<file path="src/rtl/multicycle_control_fsm_pkg.sv">
// Shared definitions for the multicycle RV32I control unit.
// Covers state codes, opcodes, ALU operation codes and datapath select encodings.
// Also provides the immediate-format decode used by the top.
package riscv_mc_pkg;

    localparam int STATE_W_DEF = 4;
    localparam int ALUC_W_DEF  = 3;

    // State codes; TRAP is only reachable when ILLEGAL_TRAP_EN is defined
    localparam logic [3:0] ST_FETCH    = 4'd0;
    localparam logic [3:0] ST_DECODE   = 4'd1;
    localparam logic [3:0] ST_MEMADR   = 4'd2;
    localparam logic [3:0] ST_MEMREAD  = 4'd3;
    localparam logic [3:0] ST_MEMWRITE = 4'd4;
    localparam logic [3:0] ST_MEMWB    = 4'd5;
    localparam logic [3:0] ST_EXECUTER = 4'd6;
    localparam logic [3:0] ST_EXECUTEI = 4'd7;
    localparam logic [3:0] ST_ALUWB    = 4'd8;
    localparam logic [3:0] ST_JAL      = 4'd9;
    localparam logic [3:0] ST_BEQ      = 4'd10;
    localparam logic [3:0] ST_TRAP     = 4'd11;

    // Opcodes
    localparam logic [6:0] OP_LW  = 7'b0000011;
    localparam logic [6:0] OP_SW  = 7'b0100011;
    localparam logic [6:0] OP_R   = 7'b0110011;
    localparam logic [6:0] OP_I   = 7'b0010011;
    localparam logic [6:0] OP_JAL = 7'b1101111;
    localparam logic [6:0] OP_BEQ = 7'b1100011;

    // ALUControl codes
    localparam logic [2:0] ALU_ADD = 3'b000;
    localparam logic [2:0] ALU_SUB = 3'b001;
    localparam logic [2:0] ALU_AND = 3'b010;
    localparam logic [2:0] ALU_OR  = 3'b011;
    localparam logic [2:0] ALU_SLT = 3'b101;

    // ALUOp from the FSM to the ALU decoder
    typedef enum logic [1:0] {
        ALUOP_ADD   = 2'b00,
        ALUOP_SUB   = 2'b01,
        ALUOP_FUNCT = 2'b10
    } aluop_e;

    // ResultSrc
    localparam logic [1:0] RES_ALUOUT = 2'b00;
    localparam logic [1:0] RES_DATA   = 2'b01;
    localparam logic [1:0] RES_ALURES = 2'b10;

    // ALUSrcA
    localparam logic [1:0] SRCA_PC    = 2'b00;
    localparam logic [1:0] SRCA_OLDPC = 2'b01;
    localparam logic [1:0] SRCA_RS1   = 2'b10;

    // ALUSrcB
    localparam logic [1:0] SRCB_RS2  = 2'b00;
    localparam logic [1:0] SRCB_IMM  = 2'b01;
    localparam logic [1:0] SRCB_FOUR = 2'b10;

    // ImmSrc
    localparam logic [1:0] IMM_I = 2'b00;
    localparam logic [1:0] IMM_S = 2'b01;
    localparam logic [1:0] IMM_B = 2'b10;
    localparam logic [1:0] IMM_J = 2'b11;

    // Immediate format from opcode; unknown opcodes fall back to I-format
    function automatic logic [1:0] imm_src(input logic [6:0] op);
        case (op)
            OP_SW:   imm_src = IMM_S;
            OP_BEQ:  imm_src = IMM_B;
            OP_JAL:  imm_src = IMM_J;
            default: imm_src = IMM_I;
        endcase
    endfunction

endpackage

</file>
<file path="src/rtl/multicycle_control_fsm_if.sv">
// Control/status bundle between the multicycle control FSM and the datapath.
// master = control unit (drives enables/selects), slave = datapath.
interface multicycle_control_fsm_if;
    import riscv_mc_pkg::*;

    logic [6:0]            op;
    logic [2:0]            funct3;
    logic                  funct7b5;
    logic                  Zero;
    logic                  PCWrite;
    logic                  AdrSrc;
    logic                  MemWrite;
    logic                  IRWrite;
    logic [1:0]            ResultSrc;
    logic [1:0]            ALUSrcA;
    logic [1:0]            ALUSrcB;
    logic                  RegWrite;
    logic [1:0]            ImmSrc;
    logic [ALUC_W_DEF-1:0] ALUControl;
    logic                  illegal_instr;

    modport master (
        input  op, funct3, funct7b5, Zero,
        output PCWrite, AdrSrc, MemWrite, IRWrite, ResultSrc, ALUSrcA, ALUSrcB,
               RegWrite, ImmSrc, ALUControl, illegal_instr
    );

    modport slave (
        output op, funct3, funct7b5, Zero,
        input  PCWrite, AdrSrc, MemWrite, IRWrite, ResultSrc, ALUSrcA, ALUSrcB,
               RegWrite, ImmSrc, ALUControl, illegal_instr
    );

endinterface

</file>
<file path="src/rtl/multicycle_control_fsm_alu_decoder.sv">
// ALU decoder: maps ALUOp plus instruction function fields to ALUControl.
// op[5] separates R-type (sub allowed) from I-type (addi ignores instr[30]).
module alu_decoder
    import riscv_mc_pkg::*;
#(
    parameter int ALUC_W = ALUC_W_DEF
) (
    input  aluop_e            i_aluop,
    input  logic [2:0]        i_funct3,
    input  logic              i_funct7b5,
    input  logic              i_op5,
    output logic [ALUC_W-1:0] o_alucontrol
);

    // Select the ALU operation from ALUOp, decoding funct fields when asked to
    always_comb begin
        o_alucontrol = ALUC_W'(ALU_ADD);
        case (i_aluop)
            ALUOP_SUB: o_alucontrol = ALUC_W'(ALU_SUB);
            ALUOP_FUNCT: begin
                case (i_funct3)
                    3'b000:  o_alucontrol = (i_op5 && i_funct7b5) ? ALUC_W'(ALU_SUB)
                                                                  : ALUC_W'(ALU_ADD);
                    3'b010:  o_alucontrol = ALUC_W'(ALU_SLT);
                    3'b110:  o_alucontrol = ALUC_W'(ALU_OR);
                    3'b111:  o_alucontrol = ALUC_W'(ALU_AND);
                    default: o_alucontrol = ALUC_W'(ALU_ADD);
                endcase
            end
            default: o_alucontrol = ALUC_W'(ALU_ADD);
        endcase
    end

endmodule

</file>
<file path="src/rtl/multicycle_control_fsm.sv">
// Main control unit for the multicycle RV32I core (Moore FSM).
// Sequences fetch/decode/execute/memory/writeback and drives datapath selects,
// write enables and ALUControl. While rst_n is low every output is forced to 0.
// Optional feature: define ILLEGAL_TRAP_EN to lock unsupported opcodes in a
// TRAP state with a sticky illegal_instr flag; otherwise they execute as NOPs.
module multicycle_control_fsm
    import riscv_mc_pkg::*;
#(
    parameter int STATE_W = STATE_W_DEF,
    parameter int ALUC_W  = ALUC_W_DEF
) (
    input  logic                      clk,
    input  logic                      rst_n,
    multicycle_control_fsm_if.master  bus
);

    typedef enum logic [STATE_W-1:0] {
        FETCH    = STATE_W'(ST_FETCH),
        DECODE   = STATE_W'(ST_DECODE),
        MEMADR   = STATE_W'(ST_MEMADR),
        MEMREAD  = STATE_W'(ST_MEMREAD),
        MEMWRITE = STATE_W'(ST_MEMWRITE),
        MEMWB    = STATE_W'(ST_MEMWB),
        EXECUTER = STATE_W'(ST_EXECUTER),
        EXECUTEI = STATE_W'(ST_EXECUTEI),
        ALUWB    = STATE_W'(ST_ALUWB),
        JAL      = STATE_W'(ST_JAL),
        BEQ      = STATE_W'(ST_BEQ)
`ifdef ILLEGAL_TRAP_EN
        ,TRAP    = STATE_W'(ST_TRAP)
`endif
    } state_e;

    state_e            r_state;
    state_e            w_state_nxt;
    logic              w_pcupdate;
    logic              w_branch;
    logic              w_adrsrc;
    logic              w_memwrite;
    logic              w_irwrite;
    logic              w_regwrite;
    logic [1:0]        w_resultsrc;
    logic [1:0]        w_alusrca;
    logic [1:0]        w_alusrcb;
    aluop_e            w_aluop;
    logic [ALUC_W-1:0] w_alucontrol;

    // State register; reset (synchronous) returns to FETCH and aborts any instruction
    always_ff @(posedge clk) begin
        if (!rst_n) r_state <= FETCH;
        else        r_state <= w_state_nxt;
    end

    // Next-state and Moore output decode
    always_comb begin
        w_state_nxt = r_state;
        w_pcupdate  = 1'b0;
        w_branch    = 1'b0;
        w_adrsrc    = 1'b0;
        w_memwrite  = 1'b0;
        w_irwrite   = 1'b0;
        w_regwrite  = 1'b0;
        w_resultsrc = RES_ALUOUT;
        w_alusrca   = SRCA_PC;
        w_alusrcb   = SRCB_RS2;
        w_aluop     = ALUOP_ADD;
        case (r_state)
            FETCH: begin
                w_irwrite   = 1'b1;
                w_alusrcb   = SRCB_FOUR;
                w_resultsrc = RES_ALURES;
                w_pcupdate  = 1'b1;
                w_state_nxt = DECODE;
            end
            DECODE: begin
                // ALUOut captures OldPC + imm so BEQ can load the target
                w_alusrca = SRCA_OLDPC;
                w_alusrcb = SRCB_IMM;
                case (bus.op)
                    OP_LW, OP_SW: w_state_nxt = MEMADR;
                    OP_R:         w_state_nxt = EXECUTER;
                    OP_I:         w_state_nxt = EXECUTEI;
                    OP_JAL:       w_state_nxt = JAL;
                    OP_BEQ:       w_state_nxt = BEQ;
`ifdef ILLEGAL_TRAP_EN
                    default:      w_state_nxt = TRAP;
`else
                    default:      w_state_nxt = FETCH;
`endif
                endcase
            end
            MEMADR: begin
                w_alusrca   = SRCA_RS1;
                w_alusrcb   = SRCB_IMM;
                w_state_nxt = (bus.op == OP_SW) ? MEMWRITE : MEMREAD;
            end
            MEMREAD: begin
                w_adrsrc    = 1'b1;
                w_state_nxt = MEMWB;
            end
            MEMWRITE: begin
                w_adrsrc    = 1'b1;
                w_memwrite  = 1'b1;
                w_state_nxt = FETCH;
            end
            MEMWB: begin
                w_resultsrc = RES_DATA;
                w_regwrite  = 1'b1;
                w_state_nxt = FETCH;
            end
            EXECUTER: begin
                w_alusrca   = SRCA_RS1;
                w_alusrcb   = SRCB_RS2;
                w_aluop     = ALUOP_FUNCT;
                w_state_nxt = ALUWB;
            end
            EXECUTEI: begin
                w_alusrca   = SRCA_RS1;
                w_alusrcb   = SRCB_IMM;
                w_aluop     = ALUOP_FUNCT;
                w_state_nxt = ALUWB;
            end
            ALUWB: begin
                w_regwrite  = 1'b1;
                w_state_nxt = FETCH;
            end
            JAL: begin
                // OldPC + 4 is the link value; PC takes the target held in ALUOut
                w_alusrca   = SRCA_OLDPC;
                w_alusrcb   = SRCB_FOUR;
                w_pcupdate  = 1'b1;
                w_state_nxt = ALUWB;
            end
            BEQ: begin
                w_alusrca   = SRCA_RS1;
                w_alusrcb   = SRCB_RS2;
                w_aluop     = ALUOP_SUB;
                w_branch    = 1'b1;
                w_state_nxt = FETCH;
            end
`ifdef ILLEGAL_TRAP_EN
            TRAP: w_state_nxt = TRAP;
`endif
            default: w_state_nxt = FETCH;
        endcase
    end

    alu_decoder #(
        .ALUC_W (ALUC_W)
    ) u_alu_decoder (
        .i_aluop      (w_aluop),
        .i_funct3     (bus.funct3),
        .i_funct7b5   (bus.funct7b5),
        .i_op5        (bus.op[5]),
        .o_alucontrol (w_alucontrol)
    );

    // Reset gating: nothing writes and every select is 0 while rst_n is low.
    // PCWrite follows Zero combinationally in BEQ.
    assign bus.PCWrite    = rst_n & (w_pcupdate | (w_branch & bus.Zero));
    assign bus.AdrSrc     = rst_n & w_adrsrc;
    assign bus.MemWrite   = rst_n & w_memwrite;
    assign bus.IRWrite    = rst_n & w_irwrite;
    assign bus.RegWrite   = rst_n & w_regwrite;
    assign bus.ResultSrc  = rst_n ? w_resultsrc : RES_ALUOUT;
    assign bus.ALUSrcA    = rst_n ? w_alusrca : SRCA_PC;
    assign bus.ALUSrcB    = rst_n ? w_alusrcb : SRCB_RS2;
    assign bus.ImmSrc     = rst_n ? imm_src(bus.op) : IMM_I;
    assign bus.ALUControl = rst_n ? w_alucontrol : ALUC_W'(ALU_ADD);

`ifdef ILLEGAL_TRAP_EN
    // The flag is the TRAP state itself: set the cycle after DECODE, held until reset
    assign bus.illegal_instr = rst_n & (r_state == TRAP);
`else
    assign bus.illegal_instr = 1'b0;
`endif

endmodule

</file>
<file path="src/flat_wrapper.sv">
// flat-port wrapper written by rule: the top's interface ports become plain ports
module multicycle_control_fsm_flat import riscv_mc_pkg::*;
#(
    parameter int STATE_W = STATE_W_DEF,
    parameter int ALUC_W  = ALUC_W_DEF
)
  (clk, rst_n, bus_op, bus_funct3, bus_funct7b5, bus_Zero, bus_PCWrite, bus_AdrSrc, bus_MemWrite, bus_IRWrite, bus_ResultSrc, bus_ALUSrcA, bus_ALUSrcB, bus_RegWrite, bus_ImmSrc, bus_ALUControl, bus_illegal_instr);
  multicycle_control_fsm_if bus_i ();
  input  logic clk;
  input  logic rst_n;
  input wire logic [$bits(bus_i.op)-1:0] bus_op;
  input wire logic [$bits(bus_i.funct3)-1:0] bus_funct3;
  input wire logic [$bits(bus_i.funct7b5)-1:0] bus_funct7b5;
  input wire logic [$bits(bus_i.Zero)-1:0] bus_Zero;
  output wire logic [$bits(bus_i.PCWrite)-1:0] bus_PCWrite;
  output wire logic [$bits(bus_i.AdrSrc)-1:0] bus_AdrSrc;
  output wire logic [$bits(bus_i.MemWrite)-1:0] bus_MemWrite;
  output wire logic [$bits(bus_i.IRWrite)-1:0] bus_IRWrite;
  output wire logic [$bits(bus_i.ResultSrc)-1:0] bus_ResultSrc;
  output wire logic [$bits(bus_i.ALUSrcA)-1:0] bus_ALUSrcA;
  output wire logic [$bits(bus_i.ALUSrcB)-1:0] bus_ALUSrcB;
  output wire logic [$bits(bus_i.RegWrite)-1:0] bus_RegWrite;
  output wire logic [$bits(bus_i.ImmSrc)-1:0] bus_ImmSrc;
  output wire logic [$bits(bus_i.ALUControl)-1:0] bus_ALUControl;
  output wire logic [$bits(bus_i.illegal_instr)-1:0] bus_illegal_instr;
  assign bus_i.op = bus_op;
  assign bus_i.funct3 = bus_funct3;
  assign bus_i.funct7b5 = bus_funct7b5;
  assign bus_i.Zero = bus_Zero;
  assign bus_PCWrite = bus_i.PCWrite;
  assign bus_AdrSrc = bus_i.AdrSrc;
  assign bus_MemWrite = bus_i.MemWrite;
  assign bus_IRWrite = bus_i.IRWrite;
  assign bus_ResultSrc = bus_i.ResultSrc;
  assign bus_ALUSrcA = bus_i.ALUSrcA;
  assign bus_ALUSrcB = bus_i.ALUSrcB;
  assign bus_RegWrite = bus_i.RegWrite;
  assign bus_ImmSrc = bus_i.ImmSrc;
  assign bus_ALUControl = bus_i.ALUControl;
  assign bus_illegal_instr = bus_i.illegal_instr;
  multicycle_control_fsm #(.STATE_W(STATE_W), .ALUC_W(ALUC_W)) u_core (.clk(clk), .rst_n(rst_n), .bus(bus_i));
endmodule
</file>
<file path="config.mk">
export PLATFORM = sky130hd
export DESIGN_NAME = multicycle_control_fsm_flat
export DESIGN_NICKNAME = d
export VERILOG_FILES = /design/src/rtl/multicycle_control_fsm_pkg.sv /design/src/rtl/multicycle_control_fsm_if.sv /design/src/rtl/multicycle_control_fsm_alu_decoder.sv /design/src/rtl/multicycle_control_fsm.sv /design/src/flat_wrapper.sv
export SDC_FILE = /design/constraint.sdc
export NUM_CORES = 1
export LEC_CHECK = 0
export BUFFER_PORTS_ARGS = -buffer_cell sky130_fd_sc_hd__buf_2
export CAP_MARGIN = 10
export CORE_MARGIN = 2
export CORE_UTILIZATION = 40
export CTS_BUF_LIST = sky130_fd_sc_hd__clkbuf_4 sky130_fd_sc_hd__clkbuf_8
export CTS_CLUSTER_SIZE = 14
export DETAILED_ROUTE_END_ITERATION = 10
export PLACE_DENSITY = 0.78
export SYNTH_ARGS = -nofsm -noshare
export SYNTH_HDL_FRONTEND = slang
export SYNTH_HIERARCHICAL = 1
export SYNTH_SLANG_ARGS = --single-unit
</file>
<file path="constraint.sdc">
create_clock -name clk -period 1.7 [get_ports clk]
set_input_delay 0.085 -clock clk [delete_from_list [all_inputs] [get_ports clk]]
set_output_delay 0.085 -clock clk [all_outputs]
set_load 0.05 [all_outputs]
</file>
==> metrics, run 1 <==
outcome finished, violations left; failing checks negative setup slack; placed cell areas 872 µm²; Final Hold Fails 0; sequential element share of the synthesized area 12.8%; LEAKAGE 0.454 nW; reg2reg setup slack 0.38 ns; Final min period 1.89 ns; largest net degree at the start of global routing 15; via count 767; Seq pwr share 26.4%; switching share of power 38.6%; PnR Total Power 0.375 mW; antenna-violating nets left 0; core box area 1490 µm²; Largest regs u_core/r_state (4); routed wire length 1930 µm; Power Density 383 nW/µm²; share of post-route cells with drive strength above 1 57.4%; critical path fanouts, max 3; FMAX 528 MHz; die height 43.6 µm; CTS Buf Count 3; worst setup path end bus_ALUControl[1]; non-filler cells in the finished layout 138; clock skew 0.000563 ns; WHS 0.158 ns; Syn Area/Cell 7.21 µm²; Max Slew Vio Count 0; first-pass iteration count of the detailed router 7; IO Port Bufs 29; Mapped Nets 103; vias per cell 5.56; DP Worst Slack -0.148 ns; post-route setup slack -0.195 ns; required time of the critical path 1.62 ns; clk_lat worst skew 0.23 ns; GPL Wtd Cong 0.783; clock root buffer clkbuf_4; share of total power in the clock network 31.4%; Final Instance Area 980 µm²; mapped cell area 627 µm²; I/O pin count 31; WP data arrival 1.81 ns; Synth Register Bits 4; Comb power frac 42.2%; Max Cap Viol 0; initial core utilization 42.1%; synth-to-layout area growth 56.3%; initial antenna violation count 0; commonest non-fill, non-tap cells in the layout 24 x buf_2, 10 x nor2_1, 9 x buf_4; Unique masters post-synth 37; kind of end point of the critical path primary output; first-pass GRT wire length 3310 µm; Clk pin slew, worst setup/hold paths 0.04 ns; Inst Count DP 135; Setup violations, final 3; Hold Path Class primary input to register; CTS tree done; full die area 1900 µm²; HPWL after detailed placement 1420 µm; post-CTS setup buffer count 0; clock sinks 4; final core utilization 65.8%; P_sw 0.145 mW; Nets 140; synth top area cells dfxtp_1 13%, nor2_1 6.6%, a221oi_2 4.8%, nand4bb_4 4.4%, a21oi_1 4.0%; VDD IR max 0.230 mV; CP startpoint kind register; routed length per instance 14.0 µm; final cycle utilization of the critical path 111%; Yosys warnings 6; Max clock buf depth 2; num rows 14; reg2reg start u_core/r_state[2]$_SDFF_PN0_; Fin Setup TNS -0.519 ns; DR DRC count 0; CP Class register to primary output; Critical Path Start u_core/r_state[0]$_SDFF_PN0_; reg2reg end u_core/r_state[0]$_SDFF_PN0_; P_int 0.230 mW; depth of the CTS H-tree 1; number of global-route vias before repair 783; Overall Global Routing Usage 22.7%; grt ovf 0; ant diodes 0; Top reg by flops u_core/r_state; most common cell after layout, fill and taps aside buf_2; RSZ-0062 raised after global routing yes; Mapped Cells 87; top-area cell type share of the netlist area 12.8%; Worst R2R Path Depth 5; max reg flops 4; initial DRC count 14; Die Span X 43.6 µm; Synth area leader dfxtp_1
-- synthesized netlist by cell type --
cell       count
inv_1          6
o211ai_1       1
nand4_1        1
o311a_1        1
nand2b_1       4
nand3b_1       3
or3b_1         1
nand4bb_4      1
buf_4          2
nor3_1         4
nor2_1        11
xor2_1         2
o21ai_0        3
and3_1         2
and4b_2        1
nand2_1        5
dfxtp_1        4
nor3b_1        3
a211oi_1       1
and2b_1        1
ha_1           2
conb_1         1
buf_2          4
a21boi_0       1
a31o_2         1
nand3_1        1
nor2_2         1
and2_1         4
nand2b_4       1
o211a_1        1
a41oi_2        1
nor2b_1        1
nor4b_1        1
nor4_1         2
clkbuf_1       1
a21oi_1        5
a221oi_2       2
-- cells by family (layout without fill, tap and decap cells) --
logic type                 Yosys count  in the layout  synth area share, %
DFF                                  4              4                 12.8
buffers and inverters               13             48                 9.78
other                                1              1                0.598
AOI/OAI and AO/OA                   17             17                 22.0
adders and majority gates            2              2                 3.99
xor gates and xnor gates             2              2                 2.79
and+or+nand+nor                     48             48                 48.1
-- worst max-delay path, stage by stage, from the launching register on --
cell and delay, ns:
dfxtp_2 0.31, and2b_1 0.20, and3_4 0.20, inv_2 0.05, ha_4 0.29, and4b_2 0.23, and2_4 0.15, buf_6 0.14
-- power by group through the flow --
| stage | clock [mW] | combinational [mW] | sequential [mW] |
|---|---|---|---|
| floorplan | 0 | 0.106 | 0.101 |
| global placement | 0 | 0.148 | 0.0993 |
| detailed placement | 0 | 0.152 | 0.0997 |
| CTS | 0.123 | 0.154 | 0.0986 |
| global route | 0.129 | 0.171 | 0.0991 |
| finish | 0.118 | 0.158 | 0.0988 |
-- routing by layer --
| metal | GRT usage (%) | vias to the layer above | routed length [µm] |
|---|---|---|---|
| met3 | 1.25 | 2 | 98 |
| met4 | 9.70 | 0 | 27 |
| met5 | 0 | - | 0 |
| li1 | - | 375 | - |
| met1 | 25.4 | 362 | 769 |
| met2 | 43.2 | 28 | 1040 |
-- layout make-up --
type,instances,area (µm²)
tap,16,20.0
clock buffer,3,22.5
inverter,6,22.5
fill,140,509
multi-input combinational,70,578
timing repair buffer,39,255
sequential,4,81.3
-- worst min-delay path by stage --
stage | start | to | cells past startpoint
global placement | bus_op[4] | u_core/r_state[2]$_SDFF_PN0_ | 3
finish | bus_op[4] | u_core/r_state[2]$_SDFF_PN0_ | 3
floorplan | bus_op[4] | u_core/r_state[2]$_SDFF_PN0_ | 2
detailed placement | bus_op[4] | u_core/r_state[2]$_SDFF_PN0_ | 3
CTS | bus_op[4] | u_core/r_state[2]$_SDFF_PN0_ | 3
global route | bus_op[4] | u_core/r_state[2]$_SDFF_PN0_ | 3
-- timing repair --
item	CTS	global route
pin swaps	4	1
hold buffers	0	0
resized for setup	19	5
endpoints found under the setup margin	4	5
Note: power is estimated with default switching activity, not from simulation.
==> inputs of run 2 (changes only) <==
--- a/config.mk
+++ b/config.mk
@@ -5,6 +5,7 @@
 export SDC_FILE = /design/constraint.sdc
 export NUM_CORES = 1
 export LEC_CHECK = 0
+export ABC_CLOCK_PERIOD_IN_PS = 1700
 export BUFFER_PORTS_ARGS = -buffer_cell sky130_fd_sc_hd__buf_2
 export CAP_MARGIN = 10
 export CORE_MARGIN = 2
@@ -15,5 +16,4 @@
 export PLACE_DENSITY = 0.78
 export SYNTH_ARGS = -nofsm -noshare
 export SYNTH_HDL_FRONTEND = slang
-export SYNTH_HIERARCHICAL = 1
 export SYNTH_SLANG_ARGS = --single-unit
==> metrics, run 2 <==
outcome completed; Unique masters post-synth 42; Comb power frac 40.1%; share of post-route cells with drive strength above 1 46.6%; Overall Global Routing Usage 18.4%; Power Density 424 nW/µm²; vias per cell 5.54; VDD IR max 0.565 mV; WL met1 678 µm; initial core utilization 41.8%; die height 43.2 µm; ant diodes 0; sequential element share of the synthesized area 13.0%; clock sinks 4; Yosys warnings 0; # hold bufs at CTS 0; Hold Crit Start bus_op[4]; first-pass GRT wire length 2590 µm; clk_lat worst skew 0.25 ns; core box area 1470 µm²; Multi-input gate area 538 µm²; max reg flops 4; share of total power in the clock network 33.8%; antenna-violating nets left 0; met2 WL post-DR 860 µm; required time of the critical path 1.62 ns; WP data arrival 1.61 ns; Synth area leader dfxtp_1; Max Slew Vio Count 0; critical path fanouts, max 3; Nets 136; number of synthesized flops with an enable pin 0; first-pass iteration count of the detailed router 4; Worst R2R Path Depth 4; via count 743; reg2reg start u_core.r_state[2]$_SDFF_PN0_; Inst Count DP 129; clock root buffer clkbuf_4; num rows 14; Max Cap Viol 0; reg2reg end u_core.r_state[1]$_SDFF_PN0_; most frequent cell after synthesis nand2_1; most common cell after layout, fill and taps aside buf_2; Synth async-reset ratio 0%; initial DRC count 21; final cycle utilization of the critical path 99.9%; FMAX 589 MHz; clock skew 0.00420 ns; I/O pin count 31; Critical Path Start u_core.r_state[1]$_SDFF_PN0_; Clk pin slew, worst setup/hold paths 0.04 ns; top-area cell type share of the netlist area 13.0%; HPWL after detailed placement 1230 µm; non-filler cells in the finished layout 134; Die Span X 43.2 µm; reg2reg setup slack 0.24 ns; Mapped Cells 87; P_sw 0.153 mW; metal3 WL 103 µm; CP startpoint kind register; Top reg by flops u_core.r_state; Post-synth top flop dfxtp_1; FILL cells 141; number of global-route vias before repair 640; routed wire length 1650 µm; GPL Wtd Cong 0.899; LEAKAGE 0.432 nW; synth-to-layout area growth 45.9%; worst setup path end bus_ALUControl[2]; DR DRC count 0; Seq pwr share 26.1%; Seq. cell area 82.6 µm²; largest net degree at the start of global routing 16; Mapped Nets 103; Commonest cells post-synth 9 x nand2_1, 7 x a21oi_1, 6 x nor2_1; commonest non-fill, non-tap cells in the layout 23 x buf_2, 10 x buf_4, 9 x nand2_1; routed length per instance 12.3 µm; initial antenna violation count 0; Final min period 1.70 ns; Final Hold Fails 0; CP Class register to primary output; Hold Path Class primary input to register; full die area 1870 µm²; CTS tree done; RSZ-0062 raised after global routing yes; Max clock buf depth 2; grt ovf 0; kind of end point of the critical path primary output; CTS Buf Count 3; IO Port Bufs 29; Highest Signal Layer met4; Largest regs u_core.r_state (4); P_int 0.227 mW; Setup violations, final 0; depth of the CTS H-tree 1; switching share of power 40.3%; Syn Area/Cell 7.08 µm²; WHS 0.136 ns; synth top area cells dfxtp_1 13%, nor3b_1 6.1%, a21oi_1 5.7%, nand2_1 5.5%, nand2b_1 5.1%; Synth Register Bits 4; mapped cell area 616 µm²
## run 2: how the worst min path moves through the flow
stage | cells after the start | end | slack (ns)
after floorplan | 2 | u_core.r_state[0]$_SDFF_PN0_ | 0.24
after global placement | 3 | u_core.r_state[0]$_SDFF_PN0_ | 0.39
after detailed placement | 3 | u_core.r_state[0]$_SDFF_PN0_ | 0.39
after CTS | 3 | u_core.r_state[0]$_SDFF_PN0_ | 0.14
after global routing | 3 | u_core.r_state[0]$_SDFF_PN0_ | 0.15
final | 3 | u_core.r_state[0]$_SDFF_PN0_ | 0.14
## run 2: kinds of logic (layout without fill, tap and decap cells)
logic type | count (synthesis) | count (layout) | share of synthesized area [%]
buf+inv | 12 | 43 | 10.2
compound gates | 18 | 18 | 20.5
xor+xnor | 3 | 3 | 4.27
flops | 4 | 4 | 13.0
other cells | 1 | 1 | 0.609
simple gates | 47 | 47 | 47.4
fa+ha+maj | 2 | 2 | 4.06
## run 2: layout make-up
class / count / share of cell area [%]
timing repair buffer: 36 / 24.5
sequential: 4 / 9.19
clock buffer: 3 / 2.51
inverter: 4 / 1.67
tap: 16 / 2.23
multi-input combinational: 71 / 59.9
## run 2: critical path, stage by stage (launching register included)
cell	delay, ns
dfxtp_2	0.33
nor2b_4	0.14
nand3b_1	0.10
ha_1	0.30
nand2b_4	0.15
nor4_4	0.15
buf_6	0.19
## run 2: repair_timing
| item | 4_1_cts | 5_1_grt |
|---|---|---|
| gates resized for setup | 11 | 7 |
| endpoints found under the setup margin | 3 | 8 |
| buffers inserted | 1 | 1 |
| endpoints found under the hold margin | 0 | 0 |
## run 2: power groups by stage
| stage | combinational [mW] | clock, mW | sequential [mW] |
|---|---|---|---|
| final | 0.153 | 0.129 | 0.0992 |
| after global routing | 0.163 | 0.136 | 0.0994 |
| after CTS | 0.147 | 0.129 | 0.0991 |
| after detailed placement | 0.146 | 0 | 0.0995 |
| after global placement | 0.143 | 0 | 0.0993 |
| after floorplan | 0.105 | 0 | 0.101 |
## run 2: per-layer routing
layer	global-route usage (%)	up-vias
met5	0	-
met4	1.82	0
met3	7.66	3
met2	34.3	20
met1	19.7	343
li1	-	377
## run 2: stage by stage
step                      instance area (µm²)  setup WS, ns  util [%]  total power, mW  setup TNS [ns]
after floorplan                           662        -0.167         -            0.206          -0.413
after global placement                    817        0.0961      55.5            0.242               0
after detailed placement                  817        0.0300      55.5            0.245               0
after CTS                                 881      -0.00861      59.9            0.375        -0.00861
after global routing                      898        -0.113      61.1            0.399          -0.236
final                                     898       0.00171      61.1            0.380               0
